--- src/rtl/mfp_reg_wr_arbiter.sv ---
// Round-robin write arbiter that shares one register-bank write port among NUM_REQ requesters.
// Grants strobe wr_en/ack/wr_sel for one cycle; lock lets the current owner keep the port.
module mfp_reg_wr_arbiter #(
  parameter int NUM_REQ = 4,
  parameter int IDW     = 2,
  parameter int WIDTH   = 32,
  parameter int AW      = 3
) (
  input  logic                     clk,
  input  logic                     rst,
  input  logic [NUM_REQ-1:0]       req,
  input  logic [NUM_REQ-1:0]       lock,
  input  logic [NUM_REQ*AW-1:0]    addr,
  input  logic [NUM_REQ*WIDTH-1:0] data,
  output logic [NUM_REQ-1:0]       ack,
  output logic                     wr_en,
  output logic [AW-1:0]            wr_addr,
  output logic [WIDTH-1:0]         wr_data,
  output logic [2**AW-1:0]         wr_sel,
  output logic [IDW-1:0]           owner,
  output logic                     busy
);

  // state | meaning
  // IDLE  | arbitrate (or re-grant a locked owner), capture winner's addr/data
  // WRITE | one-cycle strobe of wr_en/ack/wr_sel, sample lock of the owner
  typedef enum logic {IDLE, WRITE} state_t;

  state_t                 state, state_nxt;
  logic                   locked, locked_nxt;
  logic [IDW-1:0]         owner_nxt;
  logic [AW-1:0]          wr_addr_nxt;
  logic [WIDTH-1:0]       wr_data_nxt;
  logic [NUM_REQ-1:0]     ack_nxt;
  logic [2**AW-1:0]       wr_sel_nxt;
  logic                   wr_en_nxt, busy_nxt;
  logic                   found;
  logic [IDW-1:0]         win, cand;

  always_ff @(posedge clk or negedge rst) begin
    if (!rst) begin
      state   <= IDLE;
      locked  <= 1'b0;
      owner   <= IDW'(NUM_REQ - 1);
      wr_addr <= '0;
      wr_data <= '0;
      ack     <= '0;
      wr_sel  <= '0;
      wr_en   <= 1'b0;
      busy    <= 1'b0;
    end else begin
      state   <= state_nxt;
      locked  <= locked_nxt;
      owner   <= owner_nxt;
      wr_addr <= wr_addr_nxt;
      wr_data <= wr_data_nxt;
      ack     <= ack_nxt;
      wr_sel  <= wr_sel_nxt;
      wr_en   <= wr_en_nxt;
      busy    <= busy_nxt;
    end
  end

  always_comb begin
    state_nxt   = state;
    locked_nxt  = locked;
    owner_nxt   = owner;
    wr_addr_nxt = wr_addr;
    wr_data_nxt = wr_data;
    ack_nxt     = '0;
    wr_sel_nxt  = '0;
    wr_en_nxt   = 1'b0;
    busy_nxt    = 1'b0;
    found       = 1'b0;
    win         = owner;
    cand        = owner;
    case (state)
      IDLE: begin
        if (locked && req[owner]) begin
          found = 1'b1;
        end else begin
          locked_nxt = 1'b0;
          // search starts just past the last owner so every requester rotates
          for (int k = 1; k <= NUM_REQ; k++) begin
            cand = IDW'((int'(owner) + k) % NUM_REQ);
            if (!found && req[cand]) begin
              found = 1'b1;
              win   = cand;
            end
          end
        end
        if (found) begin
          state_nxt           = WRITE;
          owner_nxt           = win;
          wr_addr_nxt         = addr[int'(win)*AW +: AW];
          wr_data_nxt         = data[int'(win)*WIDTH +: WIDTH];
          ack_nxt[win]        = 1'b1;
          wr_sel_nxt[wr_addr_nxt] = 1'b1;
          wr_en_nxt           = 1'b1;
          busy_nxt            = 1'b1;
        end
      end
      WRITE: begin
        locked_nxt = lock[owner];
        state_nxt  = IDLE;
      end
      default: state_nxt = IDLE;
    endcase
  end

endmodule

--- config.mk ---
export PLATFORM = sky130hd
export DESIGN_NAME = mfp_reg_wr_arbiter
export DESIGN_NICKNAME = d
export VERILOG_FILES = /design/src/rtl/mfp_reg_wr_arbiter.sv
export SDC_FILE = /design/constraint.sdc
export NUM_CORES = 1
export LEC_CHECK = 0
export BUFFER_PORTS_ARGS = -buffer_cell sky130_fd_sc_hd__buf_2
export CAP_MARGIN = 15
export CORE_ASPECT_RATIO = 1.25
export CORE_MARGIN = 3
export CORE_UTILIZATION = 44
export DETAILED_ROUTE_END_ITERATION = 7
export GPL_TIMING_DRIVEN = 0
export PLACE_DENSITY = 0.81
export SETUP_SLACK_MARGIN = 0.3
export SLEW_MARGIN = 0
export SYNTH_ARGS = -nofsm -noshare
export SYNTH_HDL_FRONTEND = slang
export SYNTH_SLANG_ARGS = --single-unit
--- constraint.sdc ---
create_clock -name clk -period 3.5 [get_ports clk]
set_clock_uncertainty 0.15 [all_clocks]
set_input_delay 0.7 -clock clk [delete_from_list [all_inputs] [get_ports clk]]
set_output_delay 0.7 -clock clk [all_outputs]
set_load 0.02 [all_outputs]
Yosys cells after proc, flatten, opt, wreduce, memory -nomap -nowiden

Index checks and enable logic that the tools add are counted.

Bits in registers: 52
Output and inout bits: 51
Bits of input ports: 150

Multiplexer cells: 43
Equal/unequal tests: 1
Multiply operators: 1
Order comparisons: 9
Reductions and logical operators: 10
Shift-type cells: 2
Add/subtract/negate cells: 4
Bitwise operators: 1

Operators by type and width:

| kind                  | number |
|---|---|
| $shiftx A128 B8 Y32   | 1 |
| $mux W1               | 23 |
| $lt A2 B3 Y1 const B  | 6 |
| $mux W8               | 2 |
| $bmux W1 S2           | 6 |
| $mux W2               | 6 |
| $shiftx A12 B5 Y3     | 1 |
| $mux W4               | 2 |
| $logic_and A1 B1 Y1   | 6 |
| $add A2 B1 Y2 const B | 2 |
| $add A2 B2 Y2 const B | 2 |
| $lt A3 B4 Y1 const B  | 1 |
| $mul A2 B2 Y4 const B | 1 |
| $pmux W1 S2           | 2 |
| $demux W1 S3          | 1 |
| $ge A3 B1 Y1 const B  | 1 |
| $logic_not A1 Y1      | 3 |
| $demux W1 S2          | 1 |
| $ge A2 B1 Y1 const B  | 1 |
| $ne A2 B2 Y1 const B  | 1 |
| $reduce_and A2 Y1     | 1 |
| $not A1 Y1            | 1 |

Longest topological paths before layout

Depth after elaboration: 29
Gate-level depth with buffers: 10
Gate-level depth less buffers: 8

Least setup slack after synthesis

No wires, ideal clock.

Path type: input -> register
Start point: input port req[1]
End point: register wr_data[10]
Stages: 8
Buffers on the path: 2
Path slack: 758 ps
Data arrival time: 2449 ps
Data required time: 3208 ps
Cell sequence: buf_2 -> mux2i_1 -> mux2_2 -> a31oi_4 -> mux2_2 -> o21bai_2 -> clkbuf_1 -> o221ai_1

Cells in the longest elaborated chain, start to end: 21
Elaborated cells on any way between the ends: 37
Those cells by class: shift (1); mux (28); reduce/logical (8)

Ends and longest elaborated chain:

| element                                                         | RTL line | text |
|---|---|---|
| start: declaration                                              | 11       | `input logic [NUM_REQ-1:0] req,` |
| $bmux W1 S2                                                     | 86       | `if (!found && req[cand]) begin` |
| $mux W1 (not written as such)                                   | 86       |  |
| $mux W1                                                         | 86       |  |
| $mux W1                                                         | 79       | `if (locked && req[owner]) begin` |
| $mux W1                                                         | 77       | `case (state)` |
| $logic_not A1 Y1                                                | 86       |  |
| $logic_and A1 B1 Y1                                             | 86       |  |
| $mux W1                                                         | 86       |  |
| [5 not listed]                                                  | --       |  |
| $mux W1                                                         | 79       |  |
| $mux W1                                                         | 77       |  |
| $logic_not A1 Y1                                                | 86       |  |
| $logic_and A1 B1 Y1                                             | 86       |  |
| $mux W2 / $mux W1 (equally long branches)                       | 86       |  |
| $mux W2 / $mux W1 (equally long branches)                       | 79       |  |
| $mux W2 / $mux W1 (equally long branches)                       | 77       |  |
| $shiftx A128 B8 Y32 / $reduce_and A2 Y1 (equally long branches) | --       |  |
| end signal: assignment                                          | 56       | `wr_data <= wr_data_nxt;` |
| end: declaration                                                | 18       | `output logic [WIDTH-1:0] wr_data,` |

Parallel ways exist; a longest one is shown, timed or not. The select of a mux whose other input is x is not followed.
A chain may end at the register's enable or synchronous reset.

Final worst setup path

Start point: register owner[0]
End point: register wr_data[3]

Cells in the longest elaborated chain, start to end: 22
Elaborated cells on any way between the ends: 41
Those cells by class: add/sub (4); shift (1); mux (28); reduce/logical (8)

Ends and longest elaborated chain:

| element                                                         | RTL line | text |
|---|---|---|
| start: declaration                                              | 20       | `output logic [IDW-1:0] owner,` |
| start signal: assignment                                        | 44       | `owner <= IDW'(NUM_REQ - 1);` |
| start signal: assignment                                        | 54       | `owner <= owner_nxt;` |
| $add A2 B1 Y2                                                   | 85       | `cand = IDW'((int'(owner) + k) % NUM_REQ);` |
| $bmux W1 S2                                                     | 86       |  |
| $mux W1 (not written as such)                                   | 86       |  |
| $mux W1                                                         | 86       |  |
| $mux W1                                                         | 79       |  |
| $mux W1                                                         | 77       |  |
| $logic_not A1 Y1                                                | 86       |  |
| $logic_and A1 B1 Y1                                             | 86       |  |
| [6 not listed]                                                  | --       |  |
| $mux W1                                                         | 79       |  |
| $mux W1                                                         | 77       |  |
| $logic_not A1 Y1                                                | 86       |  |
| $logic_and A1 B1 Y1                                             | 86       |  |
| $mux W2 / $mux W1 (equally long branches)                       | 86       |  |
| $mux W2 / $mux W1 (equally long branches)                       | 79       |  |
| $mux W2 / $mux W1 (equally long branches)                       | 77       |  |
| $shiftx A128 B8 Y32 / $reduce_and A2 Y1 (equally long branches) | --       |  |

Parallel ways exist; a longest one is shown, timed or not. The select of a mux whose other input is x is not followed.

==> impl_results.md <==
- Pleak: 0.00246 uW
- RSZ-0062 raised after global routing: no
- Worst hold slack: 166 ps
- Skew-Pair Late Insertion Delay: 300 ps
- Fmax: 341 MHz
- Clock transition at path regs: 100 ps
- Slew Limit Fails: 0
- R2R Path End: wr_data[3]$_DFFE_PN0P_
- Total vias in the final route: 3306
- CTS tree: done
- Launch point of the worst path: owner[0]$_DFFE_PN1P_
- Hold Violations, Final: 0
- Worst-Margin Slew: 506 ps
- Synth area leaders: dfrtp_1, mux2i_1, o221ai_1, nand2_1, nor3_2
- Rel. slew slack: 66.3%
- Die Y: 104 um
- Synthesized area: 3350 um2
- Final worst slack: 568 ps
- CP max stage cell: dfstp_2
- Largest family of logic cells by synthesized area: multiplexers
- CTS Buf Count: 5
- Status: finished, final reports clean
- Hold buffers post-CTS: 0
- Family with the most delay on the worst path: multiplexers
- Clock buffer depth: 2
- Max-cap violations: 0
- CORE AREA: 7190 um2
- Setup TNS: 0 ps
- Arrival @ worst endpoint: 2940 ps
- Nets: 666
- H-tree depth: 2
- CP Buf/Inv Count: 2
- Router iterations before antenna repair: 5
- I/O Pins: 201
- Final WL: 10.3 mm
- IO Port Bufs: 199
- GRT Util Overall: 23.3%
- Vias in the first global route: 3380
- R2r startpoint: owner[0]$_DFFE_PN1P_
- GRT Residual Overflow: 0
- Area leader, netlist: dfrtp_1
- First-pass GRT wire length: 16.5 mm
- Yosys cell types: 52
- Area after DPL: 4460 um2
- FF-to-FF setup slack: 570 ps
- Worst path cell trace: buf_6, mux2i_1, mux2_2, a31oi_4, mux2_2, o21bai_2, clkbuf_1, o221ai_1
- Num rows: 34
- Largest stage delay, worst path: 580 ps
- Place WS: 320 ps
- Yosys reg bits: 51
- CTS resizes: 0
- RD Place Congestion: 0.851
- Routed length per placed instance: 17.0 um
- Share of the synthesized area in the top cell type: 36.6%
- Design Area, Final: 4620 um2
- Synth cell count leaders: mux2i_1, dfrtp_1, nand2_1
- Final worst path period share: 83.8%
- Critical path endpoint category: flop
- Initial DRC count: 107
- Synth Area in Compound Gates: 17.1%
- Cells after synthesis: 309
- FFs w/ async S/R, synth: 100%
- Seq/Total Area, Yosys: 38.2%
- Fillers: 613
- Worst hold path type: in2async
- CP Launch Type: flop
- Total power: 4770 uW
- Area share of and/or/nand/nor cells after synthesis: 12.6%
- Post-synth EDFFs: 0
- PD cells: 1030 nW/um2
- Detail Route Antenna Nets: 0
- Share of cells above drive strength 1: 50.3%
- CP Class: reg2reg
- Die ar.: 8700 um2
- Postcts setup bufs: 0
- Post-Synth Adder-Cell Area: 0%
- Num Clock Sinks: 51
- ANT cells: 0
- XOR/XNOR Fraction of Synth Area: 0%
- Post-Syn Area per Cell: 10.8 um2
- Count leader, synth: mux2i_1
- Worst Path Required: 3510 ps
- DIE WIDTH: 84.0 um
- Initial antenna violation count: 0
- Peak supply drop: 0.767 mV
- Minimum clock period: 2930 ps
- Layout area overhead: 37.9%
- R2r worst-path depth: 8
- Largest net degree at the start of global routing: 52
- Synth warnings: 0
- Stages on worst setup path: 8
- Largest fanout on the critical path: 10
- Root Driver: clkbuf_8
- Average vias per placed instance: 5.45
- # setup viols final: 0
- Syn nets: 459
- Mux contribution to synthesized area: 25.8%
- Main synth FF type: dfrtp_1
- HPWL Detailed: 8.45 mm
- Initial core utilization: 46.6%
- CP most frequent cell: mux2_2
- DR DRC count: 0
[routing by layer]
layer / track usage, % / vias to the layer above / wire length, um
met5: 0 / - / 0
met4: 7.36 / 0 / 238
met3: 3.49 / 22 / 697
met2: 41.3 / 162 / 5390
met1: 29.0 / 1554 / 4020
li1: - / 1568 / -
[final cells by class]
| class | instances | area, um2 | share of cell area, % |
|---|---|---|---|
| multi-input combinational | 227 | 1860 | 40.2 |
| timing repair buffer | 200 | 1020 | 22.0 |
| buffer | 26 | 194 | 4.20 |
| clock inverter | 3 | 71.3 | 1.55 |
| tap | 90 | 113 | 2.44 |
| clock buffer | 5 | 68.8 | 1.49 |
| sequential | 51 | 1280 | 27.7 |
| inverter | 5 | 18.8 | 0.407 |
[registers in the layout, summed over array words and instances, names as in the netlist]
name / count
locked: 1
owner: 2
wr_sel: 8
busy: 1
wr_data: 32
ack: 4
wr_addr: 3
[placed cells by master, fill, tap and decap left out, drive strengths merged, types with 3 or more instances in the layout]
cell type  instances
a21oi              3
a31oi              3
and2               4
and3               3
buf              218
clkbuf            13
dfrtp             49
inv                6
mux2               5
mux2i             75
nand2             42
nand2b             4
nor2               9
nor2b              5
nor3              10
o21ai              8
o221ai            32
[metrics by stage]
stage                     cells  util (%)
after floorplan             309         -
after global placement      598      62.0
after detailed placement    598      62.0
after CTS                   606      63.9
after global routing        607      64.2
final                       607      64.2
[cells by family after synthesis]
family	count (synthesis)
compound gates	66
buf+inv	31
flops	51
mux	81
simple gates	80
[report_power, final]
group          leakage [uW]  switching, uW  internal, uW
registers          0.000638            148           894
logic               0.00175           1880          1360
clock network     0.0000703            201           290
[how the worst max path moves through the flow]
| stage | end | slack (ps) |
|---|---|---|
| 4_1_cts | wr_data[15]$_DFFE_PN0P_ | 550 |
| 2_1_floorplan | wr_data[10]$_DFFE_PN0P_ | 760 |
| 3_3_place_gp | wr_data[14]$_DFFE_PN0P_ | 390 |
| 3_5_place_dp | wr_data[3]$_DFFE_PN0P_ | 320 |
| 5_1_grt | wr_data[11]$_DFFE_PN0P_ | 380 |
| 6_report | wr_data[3]$_DFFE_PN0P_ | 570 |
No activity file was read; power rests on OpenSTA's default activity.
